## src/rtl/mem_test_master.sv

```systemverilog
// mem_test_master: write-then-readback memory self-test initiator on a valid/ready handshake.
// Fills 0..DEPTH-1 with SEED^addr, reads it back and reports mismatches and handshake timeouts.
module mem_test_master #(
    parameter int              WIDTH      = 16,
    parameter int              DEPTH      = 64,
    parameter int              ADDR_WIDTH = 16,
    parameter logic [15:0]     SEED       = 16'hA5A5,
    parameter int              CNT_WIDTH  = 8,
    parameter int              TIMEOUT    = 16
) (
    input  logic                  clk_i,
    input  logic                  rst_i,
    input  logic                  start_i,
    output logic                  busy_o,
    output logic                  done_o,
    output logic                  pass_o,
    output logic                  timeout_o,
    output logic [CNT_WIDTH-1:0]  err_count_o,
    output logic [ADDR_WIDTH-1:0] first_err_addr_o,
    output logic [ADDR_WIDTH-1:0] addr_o,
    output logic [WIDTH-1:0]      wdata_o,
    input  logic [WIDTH-1:0]      rdata_i,
    output logic                  wr_rd_o,
    output logic                  valid_o,
    input  logic                  ready_i
);
    typedef enum logic [2:0] {IDLE, WR_REQ, WR_GAP, RD_REQ, RD_GAP, DONE} state_t;
    localparam int TW = $clog2(TIMEOUT + 1);
    localparam logic [ADDR_WIDTH-1:0] LAST = ADDR_WIDTH'(DEPTH - 1);
    localparam logic [TW-1:0] WAIT_MAX = TW'(TIMEOUT - 1);

    function automatic logic [WIDTH-1:0] pattern(input logic [ADDR_WIDTH-1:0] x);
        return WIDTH'(SEED) ^ WIDTH'(x);
    endfunction

    state_t                state, state_n;
    logic [ADDR_WIDTH-1:0] a_n, first_n;
    logic [TW-1:0]         wcnt, wcnt_n;
    logic [CNT_WIDTH-1:0]  err_n;
    logic                  to_n, valid_n, wr_n, busy_n, done_n;
    logic [WIDTH-1:0]      wdata_n;

    always_comb begin
        state_n = state;
        a_n     = addr_o;
        err_n   = err_count_o;
        first_n = first_err_addr_o;
        to_n    = timeout_o;
        case (state)
            IDLE, DONE: if (start_i) begin
                state_n = WR_REQ;
                a_n     = '0;
                err_n   = '0;
                first_n = '0;
                to_n    = 1'b0;
            end
            WR_REQ: if (ready_i) state_n = WR_GAP;
            WR_GAP: if (!ready_i) begin
                state_n = addr_o == LAST ? RD_REQ : WR_REQ;
                a_n     = addr_o == LAST ? '0 : addr_o + 1'b1;
            end
            RD_REQ: if (ready_i) begin
                state_n = RD_GAP;
                if (rdata_i != pattern(addr_o)) begin
                    err_n   = &err_count_o ? err_count_o : err_count_o + 1'b1;
                    first_n = err_count_o == '0 ? addr_o : first_err_addr_o;
                end
            end
            RD_GAP: if (!ready_i) begin
                state_n = addr_o == LAST ? DONE : RD_REQ;
                a_n     = addr_o == LAST ? addr_o : addr_o + 1'b1;
            end
            default: state_n = IDLE;
        endcase
        // a stalled handshake state gives up after TIMEOUT edges without progress
        if (state inside {WR_REQ, WR_GAP, RD_REQ, RD_GAP} && state_n == state && wcnt == WAIT_MAX) begin
            state_n = DONE;
            to_n    = 1'b1;
        end
        wcnt_n  = state_n != state ? '0 : wcnt + 1'b1;
        valid_n = state_n == WR_REQ || state_n == RD_REQ;
        wr_n    = state_n == WR_REQ ? 1'b1 : state_n == RD_REQ ? 1'b0 : wr_rd_o;
        wdata_n = state_n == WR_REQ ? pattern(a_n) : wdata_o;
        busy_n  = state_n inside {WR_REQ, WR_GAP, RD_REQ, RD_GAP};
        done_n  = state_n == DONE;
    end

    always_ff @(posedge clk_i or posedge rst_i) begin
        if (rst_i) begin
            state            <= IDLE;
            wcnt             <= '0;
            addr_o           <= '0;
            err_count_o      <= '0;
            first_err_addr_o <= '0;
            timeout_o        <= 1'b0;
            valid_o          <= 1'b0;
            wr_rd_o          <= 1'b0;
            wdata_o          <= '0;
            busy_o           <= 1'b0;
            done_o           <= 1'b0;
            pass_o           <= 1'b0;
        end else begin
            state            <= state_n;
            wcnt             <= wcnt_n;
            addr_o           <= a_n;
            err_count_o      <= err_n;
            first_err_addr_o <= first_n;
            timeout_o        <= to_n;
            valid_o          <= valid_n;
            wr_rd_o          <= wr_n;
            wdata_o          <= wdata_n;
            busy_o           <= busy_n;
            done_o           <= done_n;
            pass_o           <= done_n && err_n == '0 && !to_n;
        end
    end
endmodule

```

## config.mk

```make
export PLATFORM = sky130hd
export DESIGN_NAME = mem_test_master
export DESIGN_NICKNAME = d
export VERILOG_FILES = /design/src/rtl/mem_test_master.sv
export SDC_FILE = /design/constraint.sdc
export NUM_CORES = 1
export LEC_CHECK = 0
export ABC_AREA = 1
export CORE_ASPECT_RATIO = 1.5
export CORE_UTILIZATION = 40
export CTS_CLUSTER_SIZE = 16
export DETAILED_ROUTE_END_ITERATION = 8
export GPL_TIMING_DRIVEN = 0
export PLACE_DENSITY = 0.68
export SKIP_LAST_GASP = 1
export SLEW_MARGIN = 15
export SYNTH_ARGS = -nofsm -noshare
export SYNTH_HDL_FRONTEND = slang
export SYNTH_SLANG_ARGS = --single-unit
```

## constraint.sdc

```tcl
create_clock -name clk_i -period 2.2 [get_ports clk_i]
set_input_delay 0.22 -clock clk_i [delete_from_list [all_inputs] [get_ports clk_i]]
set_output_delay 0.22 -clock clk_i [all_outputs]
set_load 0.05 [all_outputs]
```

[Word-level counts from Yosys, hierarchy flattened]
Cells that the tools add are included.
W data, S select, Z words.
Storage, ports and cells
  flip-flop bits (word level): 70
Cells by class
  add/sub/neg operators: 3
  eq/ne operators: 19
  multiplexer cells: 31
  bitwise logic cells: 2
  reductions and logical operators: 16
Operators by type and width (count)
  $mux W16: 9
  $pmux W16 S3: 1
  $mux W8: 4
  $pmux W16 S2: 1
  $mux W3: 7
  $add A16 B1 Y16 const B: 1
  $eq A16 B6 Y1 const B: 1
  $logic_not A8 Y1: 2
  $ne A16 B16 Y1: 1
  $not A8 Y8: 2
  $pmux W8 S2: 1
  $pmux W3 S5: 1
  $eq A3 B2 Y1 const B: 4
  $eq A3 B3 Y1 const B: 4
  $add A8 B1 Y8 const B: 1
  $ne A2 B2 Y1 const B: 4
  $reduce_and A8 Y1: 1
  $reduce_bool A4 Y1: 2
  $eq A3 B1 Y1 const B: 2
  $add A5 B1 Y5 const B: 1
  $eq A5 B4 Y1 const B: 1
  $mux W1: 5
  $mux W5: 1
  $reduce_and A5 Y1: 1
  9 further kinds: 13

[Depth between registers and ports, before layout]
Gate-level depths: netlist (run 1).
  depth in word-level cells: 11
  mapped depth: 17
  mapped depth without buffers: 16

[Worst setup path after synthesis (run 1)]
Ideal clock, no wire load.
  path type: register to register
  start point: reg addr_o[0]
  end point: reg wdata_o[2]
  library setup time: 0.126 ns
  data arrival time: 2.432 ns
  data required time: 2.074 ns
  path slack: -0.358 ns
  cell stages (with the launch flop): 18
  path buffers: 1
  period minus slack after synthesis: 2.558 ns
  cells stage by stage: dfrtp_1 -> ha_1 -> nand2_1 -> inv_2 -> nand2_1 -> nor2_1 -> nand2_1 -> nand2_2 -> inv_2 -> nand2_1 -> o211ai_1 -> nand2_1 -> inv_2 -> nor3_4 -> inv_2 -> buf_6 -> nand2_1 -> o21ai_2
Between the ends
  word-level cells in the longest chain between the ends: 9
RTL lines
  start: declaration: line 20  | output logic [ADDR_WIDTH-1:0] addr_o,
  start signal: assignment: line 105  | addr_o <= a_n;
  $eq A16 B6 Y1 *: line 59, 70
  $mux W3 / $mux W2 (equally long branches): line 70, 59
  $mux W3 (on tied branches): line 69, 58
  $pmux W3 S5 *: line 49  | case (state)
  $eq A3 B3 Y1: line 76  | if (state inside {WR_REQ, WR_GAP, RD_REQ, RD_GAP} && state_n == state && wcnt == WAIT_MAX) begin
  $logic_and A1 B1 Y1 (2 in series): line 76
  $mux W3 *: line 76
  via state_n[1]: line 36  | state_t state, state_n;
  $eq A3 B1 Y1 *: line 83  | wdata_n = state_n == WR_REQ ? pattern(a_n) : wdata_o;
  end signal: assignment: line 111  | wdata_o <= wdata_n;
  end: declaration: line 21  | output logic [WIDTH-1:0] wdata_o,
Mark *: on every way through the listed nets, which the timed path passes. The rest lies on a longest branch.
A chain may end at the register's enable or synchronous reset.

[Worst setup path in the final report (run 1)]
  start point: reg addr_o[1]
  end point: reg wdata_o[12]
Same word-level chain as after synthesis.

==> results of run 1 <==
-- metrics by stage --
stage                     total power, mW  setup TNS (ps)
after detailed placement            4.959           -9342
after global routing                7.329           -2680
after floorplan                     3.991           -1857
final                               6.927          -1.102
after CTS                           6.437          -2.505
after global placement              4.900          -78480
-- what timing repair did --
item,CTS,global route
pin swaps,2,13
buffers inserted,5,23
endpoints found under the setup margin,40,48
resized for setup,15,70
-- where the power goes --
part	internal [mW]	switching, mW	leakage [nW]
combinational	1.36	2.39	1.64
sequential	1.56	0.255	0.911
clock	0.770	0.588	0.122
total	3.69	3.23	2.68
-- layer usage --
layer | up-vias | routed length, um | track usage, %
met3 | 24 | 407 | 3.777
li1 | 2000 | - | -
met1 | 1951 | 4615 | 26.07
met4 | 0 | 416 | 9.870
met5 | - | 0 | 0
met2 | 97 | 6585 | 44.14
-- logic make-up (layout without fill, tap and decap cells) --
kind of cell             after synthesis  count (layout)  share of synthesized area [%]
AND/OR/NAND/NOR                      290             290                          31.19
XOR/XNOR                               8               8                          1.756
buffers and inverters                106             231                          10.38
adder cells (fa/ha/maj)                6               6                          1.881
flip-flops                            70              70                          43.89
AO/OA/AOI/OAI                         74              74                          10.91
-- critical path, delay by kind of cell (launching register included) --
family / cells / cell delay [ps]
adder cells (fa/ha/maj): 1 / 180
AO/OA/AOI/OAI: 1 / 260
flip-flops: 1 / 450
buffers and inverters: 3 / 290
AND/OR/NAND/NOR: 9 / 890
-- flip-flops by register name, indices dropped and copies added, names as in the netlist --
name,cells
wcnt,5
timeout_o,1
valid_o,1
first_err_addr_o,16
busy_o,1
wdata_o,16
done_o,1
state,3
wr_rd_o,1
addr_o,16
err_count_o,8
pass_o,1
-- cell type report --
cell class                      instances  area, um^2
Multi-Input combinational cell        378        1989
Sequential cell                        70        1773
Clock inverter                          6       47.55
Buffer                                 11       75.07
Tap cell                              115       143.9
Clock buffer                           10       229.0
Inverter                               94       365.4
Fill cell                             919        3996
Timing Repair Buffer                  110        1070
-- worst max-delay path by stage --
stage                    start     endpoint  slack, ps  cells past startpoint
global placement         rst_i    addr_o[2]      -1220                      2
detailed placement  addr_o[12]   wdata_o[2]       -400                     16
floorplan            addr_o[0]  wdata_o[15]       -150                     17
finish               addr_o[1]  wdata_o[12]         -1                     14
CTS                  addr_o[9]   wdata_o[2]         -3                     15
global route         addr_o[1]   wdata_o[2]       -160                     17
-- layout by cell type (no fill, tap or decap), types with 2 or more instances in the layout --
cell type / instances
nor3_1: 4
dfrtp_2: 17
o21ai_2: 7
xnor2_1: 2
dfrtp_1: 53
xor2_1: 6
buf_4: 27
a22oi_1: 4
clkbuf_1: 6
a21oi_1: 4
nor3_2: 3
nand2_1: 156
o211ai_1: 3
inv_2: 14
clkbuf_16: 9
clkdlybuf4s50_1: 81
inv_1: 75
o22ai_1: 6
nand3_2: 3
inv_4: 5
nand3_1: 41
clkinvlp_4: 4
o21ai_1: 6
buf_6: 2
inv_6: 2
nor3_4: 2
nor2_4: 3
buf_12: 4
nor2_2: 10
o21ai_0: 38
ha_1: 5
nand2_2: 17
nand4_1: 10
clkbuf_2: 2
nor2_1: 34
-- synth_stat cells (2+ instances only) --
cell	n
nand2_1	169
inv_1	85
dfrtp_1	70
nor2_1	45
nand3_1	44
o21ai_0	44
nand4_1	10
clkbuf_1	9
inv_2	9
nor3_1	8
o22ai_1	7
ha_1	6
o21ai_2	6
xor2_1	6
nand2_2	5
a21oi_1	4
a22oi_1	4
o211ai_1	3
buf_6	2
nor2_2	2
xnor2_1	2
==> impl_results.md, run 1 <==
* Status: finished with violations
* Failing checks: negative setup slack
* Mean post-synth cell area at roughly 7.2 um^2
* Die Span Y at between 100 and 150 um
* Antenna diodes at 0
* Via density at slightly above 5
* Hold Vio Cnt, Final at 0
* Pre-Repair DR Iteration Count at 4
* Area share of the largest cell type after synthesis at between 40% and 50%
* CP required at around 2400 ps
* Final WS setup at -1.102 ps
* Routability cong. at ~0.87
* Syn nets at 580
* 1st-iter DRT viols at 210
* Area of the die at around 10000 um^2
* Hold Path Class: input pin to async pin
* Ys flop type: dfrtp_1
* Ys Warns at 0
* Grt ovf at 0
* Pins Over Slew Limit at 0
* R2R Path End: wdata_o[12]
* Finished Core Util at 58.76%
* Final nets at 700
* R2r setup slk at -1 ps
* Die width at approximately 84 um
* Layout cell share with drive strength beyond 1 at between 20% and 30%
* Clk_lat worst skew at 340 ps
* Highest clock rate at between 400 and 500 MHz
* # DRC at 0
* Final Cell Area at ~5700 um^2
* Kind of critical path: register to register
* Initial Utilization at between 40% and 50%
* Setup WS pre-CTS at -401.6 ps
* Largest buffer count on any clock path at 2
* CORE AREA at between 9000 and 10000 um^2
* Io pins at a little over 80
* CP arrival at ~2400 ps
* Global-route usage over all layers at between 20% and 30%
* Maximum capacitance violations at 0
* Post-synth ARST share at 100.0%
* Final setup fails at 1
* R2r worst-path depth at 14
* Synth-to-Final Area Change at 42.63%
* CTS Hold Bufs at 0
* Distinct cells, synth at 35
* Relative slew slack at 60.52%
* Max incr delay on CP at around 450 ps
* Worst Skew at between 10 and 15 ps
* CTS root buf: clkbuf_16
* FF-to-FF Start: addr_o[1]
* Clock-pin slew on the worst setup and hold paths at ~70 ps
* Initial antenna violation count at 0
* Post-route clock period utilization at 100.1%
* PortBufs at between 80 and 90
* Register area share after synthesis at a little over two fifths
* Mapped Cells at 554
* Leak at around 2.7 nW
* CP startpoint kind: register
* Top area cells in the synthesized netlist: dfrtp_1 44%, nand2_1 16%, inv_1 8.0%
* PD cells at around 1200 nW/um^2
* Setup crit end kind: register
* EDFF count, synth at 0
* Rows at 44
* Crit-path slowest cell: dfrtp_2
* Least-Margin Pin Slew at approximately 590 ps
* Final min period at about 2200 ps
* Synth area leader: dfrtp_1
* Most frequent CP cell: nand2_2
* Number of synthesized register bits at 70
* CTS sink cnt at 70
* Routed Antenna Nets at 0
* DP Wirelength at between 9000 and 10000 um
* CTS Buf Count at 9
* Mapped cell area at ~4000 um^2
* Fin cells at ~790
* DR WL/cell at around 15 um
* Post-Route WL at 12020 um
* Worst Path Max Fanout at 10
* Max IR drop VDD at approximately 0.00092 V
* Hold Worst Slack at 225.4 ps
* CTS HTree Levels at 3
* CP Cell Sequence: ha_4 -> nand2_2 -> inv_2 -> nand2_2 -> nor2_1 -> nand2_1 -> nand2_2 -> a21oi_2 -> nand2_2 -> nor3_4 -> inv_4 -> buf_6 -> nand2_1 -> nand2_1
* Cell Area, Placed at approximately 5000 um^2
* RSZ-0062 raised after global routing: true
* Vias in the first global route at approximately 4.0k
* Global-route wire length before repair at between 15000 and 20000 um
* CTS tree: built
* Vias at approximately 4.1k
* Placed Cells at about 750
* Pin count of the biggest net entering global routing at 42
(Power assumes the default switching activity.)
==> inputs of run 2 (changes only) <==
--- a/config.mk
+++ b/config.mk
@@ -11,7 +11,7 @@
 export CTS_CLUSTER_SIZE = 16
 export DETAILED_ROUTE_END_ITERATION = 8
 export GPL_TIMING_DRIVEN = 0
-export PLACE_DENSITY = 0.68
+export PLACE_DENSITY = 0.66
 export SKIP_LAST_GASP = 1
 export SLEW_MARGIN = 15
 export SYNTH_ARGS = -nofsm -noshare
==> constraint.sdc (replaced) <==
create_clock -name clk_i -period 2.3 [get_ports clk_i]
set_input_delay 0.23 -clock clk_i [delete_from_list [all_inputs] [get_ports clk_i]]
set_output_delay 0.23 -clock clk_i [all_outputs]
set_load 0.05 [all_outputs]
==> impl_results.md, run 2 (same netlist as run 1, synthesis figures left out) <==
* CTS tree: built
* Setup crit end kind: register
* R2r worst-path depth at 15 (+1)
* Fin cells at 793 (-0.13%)
* Post-Route WL at 12030 um (about the same)
* Highest clock rate at 436.4 MHz (-4.0%)
* Vias at 4049 (-0.56%)
* Antenna diodes at 0 (unchanged)
* Kind of critical path: register to register
* Clk_lat worst skew at 330 ps (about the same)
* Most common library cell in the layout ignoring fill and taps: nand2_1
* Least-Margin Pin Slew at 573.8 ps (-12.15 ps)
* PortBufs at 81 (unchanged)
* PD cells at 1193 nW/um^2 (-2.0%)
* Die width at 83.56 um (unchanged)
* # DRC at 0 (unchanged)
* Die Span Y at 124.3 um (unchanged)
* DR WL/cell at 15.17 um (+0.18%)
* Top flop regs: addr_o (16), first_err_addr_o (16), wdata_o (16)
* Fill cells at 918 (-0.11%)
* Global-route usage over all layers at 23.57% (-0.084 points)
* Routed Antenna Nets at 0 (unchanged)
* CTS Buf Count at 9 (unchanged)
* R2r setup slk at 8 ps (about the same)
* Global-route wire length before repair at 19140 um (-1.2%)
* Leak at 2.669 nW (-0.30%)
* Post-route clock period utilization at 99.64% (-0.41 points)
* Worst Path Max Fanout at 5 (-5)
* CP arrival at 2510 ps (+80 ps)
* Maximum capacitance violations at 0 (unchanged)
* Relative slew slack at 61.34% (+0.82 points)
* Via density at 5.106 (-0.44%)
* Pins Over Slew Limit at 0 (unchanged)
* Placed Cells at 751 (unchanged)
* CTS sink cnt at 70 (unchanged)
* Final setup fails at 0 (-1)
* Register area at 1773 um^2 (unchanged)
* Worst Skew at 4.363 ps (-5.868 ps)
* Status: completed
* Final Power at 6.794 mW (-1.9%)
* Layout cell share with drive strength beyond 1 at 19.76% (-0.85 points)
* CP startpoint kind: register
* Area of the multi-input gates at 1971 um^2 (-0.94%)
* Initial antenna violation count at 0 (unchanged)
* Finished Core Util at 58.79% (about the same)
* Synth-to-Final Area Change at 42.73% (about the same)
* Max IR drop VDD at 0.001074 V (+17%)
* Clock-pin slew on the worst setup and hold paths at 60 ps (about the same)
* Largest buffer count on any clock path at 2 (unchanged)
* RSZ-0062 raised after global routing: true
* Hold Vio Cnt, Final at 0 (unchanged)
* R2R Path End: wdata_o[5]
* CTS HTree Levels at 3 (unchanged)
* Grt ovf at 0 (unchanged)
* CORE AREA at 9689 um^2 (unchanged)
* CP required at 2520 ps (+90 ps)
* CTS root buf: clkbuf_16
* Rows at 44 (unchanged)
* Final WS setup at 8.377 ps (+9.479 ps)
* CTS Hold Bufs at 0 (unchanged)
* Pin count of the biggest net entering global routing at 44 (+4.8%)
* Final min period at 2292 ps (+90.52 ps)
* 1st-iter DRT viols at 223 (+6.2%)
* Io pins at 82 (unchanged)
* Area of the die at 10390 um^2 (unchanged)
* Hold Path Class: input pin to async pin
* DP Wirelength at 9039 um (-1.3%)
* Final nets at 700 (unchanged)
* Vias in the first global route at 3877 (-3.6%)
* Initial Utilization at 41.19% (unchanged)
* FF-to-FF Start: addr_o[0]
* Most frequent cells in the layout: 149 x nand2_1, 81 x clkdlybuf4s50_1, 76 x inv_1
* Setup WS pre-CTS at -332.3 ps (+69.32 ps)
* Routability cong. at 0.8696 (about the same)
* Pre-Repair DR Iteration Count at 4 (unchanged)
run 2: cell count changes in the layout (fill, tap and decap cells not counted), sizes merged:
cell / change
buf: -1
bufinv: +1
clkbuf: -1
clkinv: +1
clkinvlp: -1
run 2: metal layers:
| layer | part of all wire, % | up-vias | track usage (%) |
|---|---|---|---|
| li1 | - | 2000 | - |
| met1 | 39 | 1929 | 26.42 |
| met2 | 54 | 98 | 42.61 |
| met3 | 3.9 | 22 | 4.042 |
| met4 | 2.7 | 0 | 11.27 |
| met5 | 0 | - | 0 |
run 2: stage by stage:
stage / area [um^2] / hold slack [ps] / TNS (ps)
global route: 5697 / 269.9 / -1431
finish: 5697 / 235.6 / 0
global placement: 4974 / 456.9 / -70910
detailed placement: 4996 / 460.2 / -6166
floorplan: 4019 / 443.5 / -319.0
CTS: 5308 / 242.5 / 0
run 2: where the power goes:
group / total (mW) / switching [mW] / leakage, nW / internal, mW
Clock: 1.41 / 0.563 / 0.139 / 0.843
Combinational: 3.65 / 2.32 / 1.62 / 1.33
Sequential: 1.74 / 0.249 / 0.911 / 1.49
run 2: what timing repair did:
action / in CTS / in global routing
gates resized for setup: 8 / 71
setup endpoints to repair: 31 / 46
gates cloned: 0 / 3
pin swaps: 1 / 11
buffers inserted: 1 / 24
run 2: worst max-delay path, stage by stage (launching register included):
cell and delay, ps:
dfrtp_2 460, ha_4 180, nand2_2 70, inv_2 40, nand2_2 60, nor2_2 50
nand2_2 100, nand2_4 80, buf_6 140, a21oi_4 200, nand2_4 80, nor3_4 330
inv_4 110, buf_8 150, nand2_2 50, o21ai_2 50
run 2: worst max path at each step:
stage,start,depth (start not counted),slack (ps),end
6_report,addr_o[0],15,8,wdata_o[5]
5_1_grt,addr_o[12],15,-100,wdata_o[14]
4_1_cts,addr_o[10],13,3,busy_o
3_5_place_dp,addr_o[12],16,-330,wdata_o[15]
3_3_place_gp,rst_i,2,-1140,addr_o[2]
2_1_floorplan,addr_o[0],17,-50,wdata_o[15]
run 2: cell type report:
cell class              instances  share of cell area (%)
multi-input cells             378                   34.59
flip-flops and latches         70                   31.12
repair buffers                109                   18.87
inverters                      94                   6.413
clock buffers                   9                   3.953
well taps                     115                   2.526
clock inverters                 6                   1.252
plain buffers                  11                   1.142
repair inverters                1                  0.1318
==> inputs of run 3 (changes only) <==
--- a/config.mk
+++ b/config.mk
@@ -6,6 +6,7 @@
 export NUM_CORES = 1
 export LEC_CHECK = 0
 export ABC_AREA = 1
+export CAP_MARGIN = 5
 export CORE_ASPECT_RATIO = 1.5
 export CORE_UTILIZATION = 40
 export CTS_CLUSTER_SIZE = 16
==> results of run 3 <==
No change in the layout: final DEF, timing and power equal those of run 2.
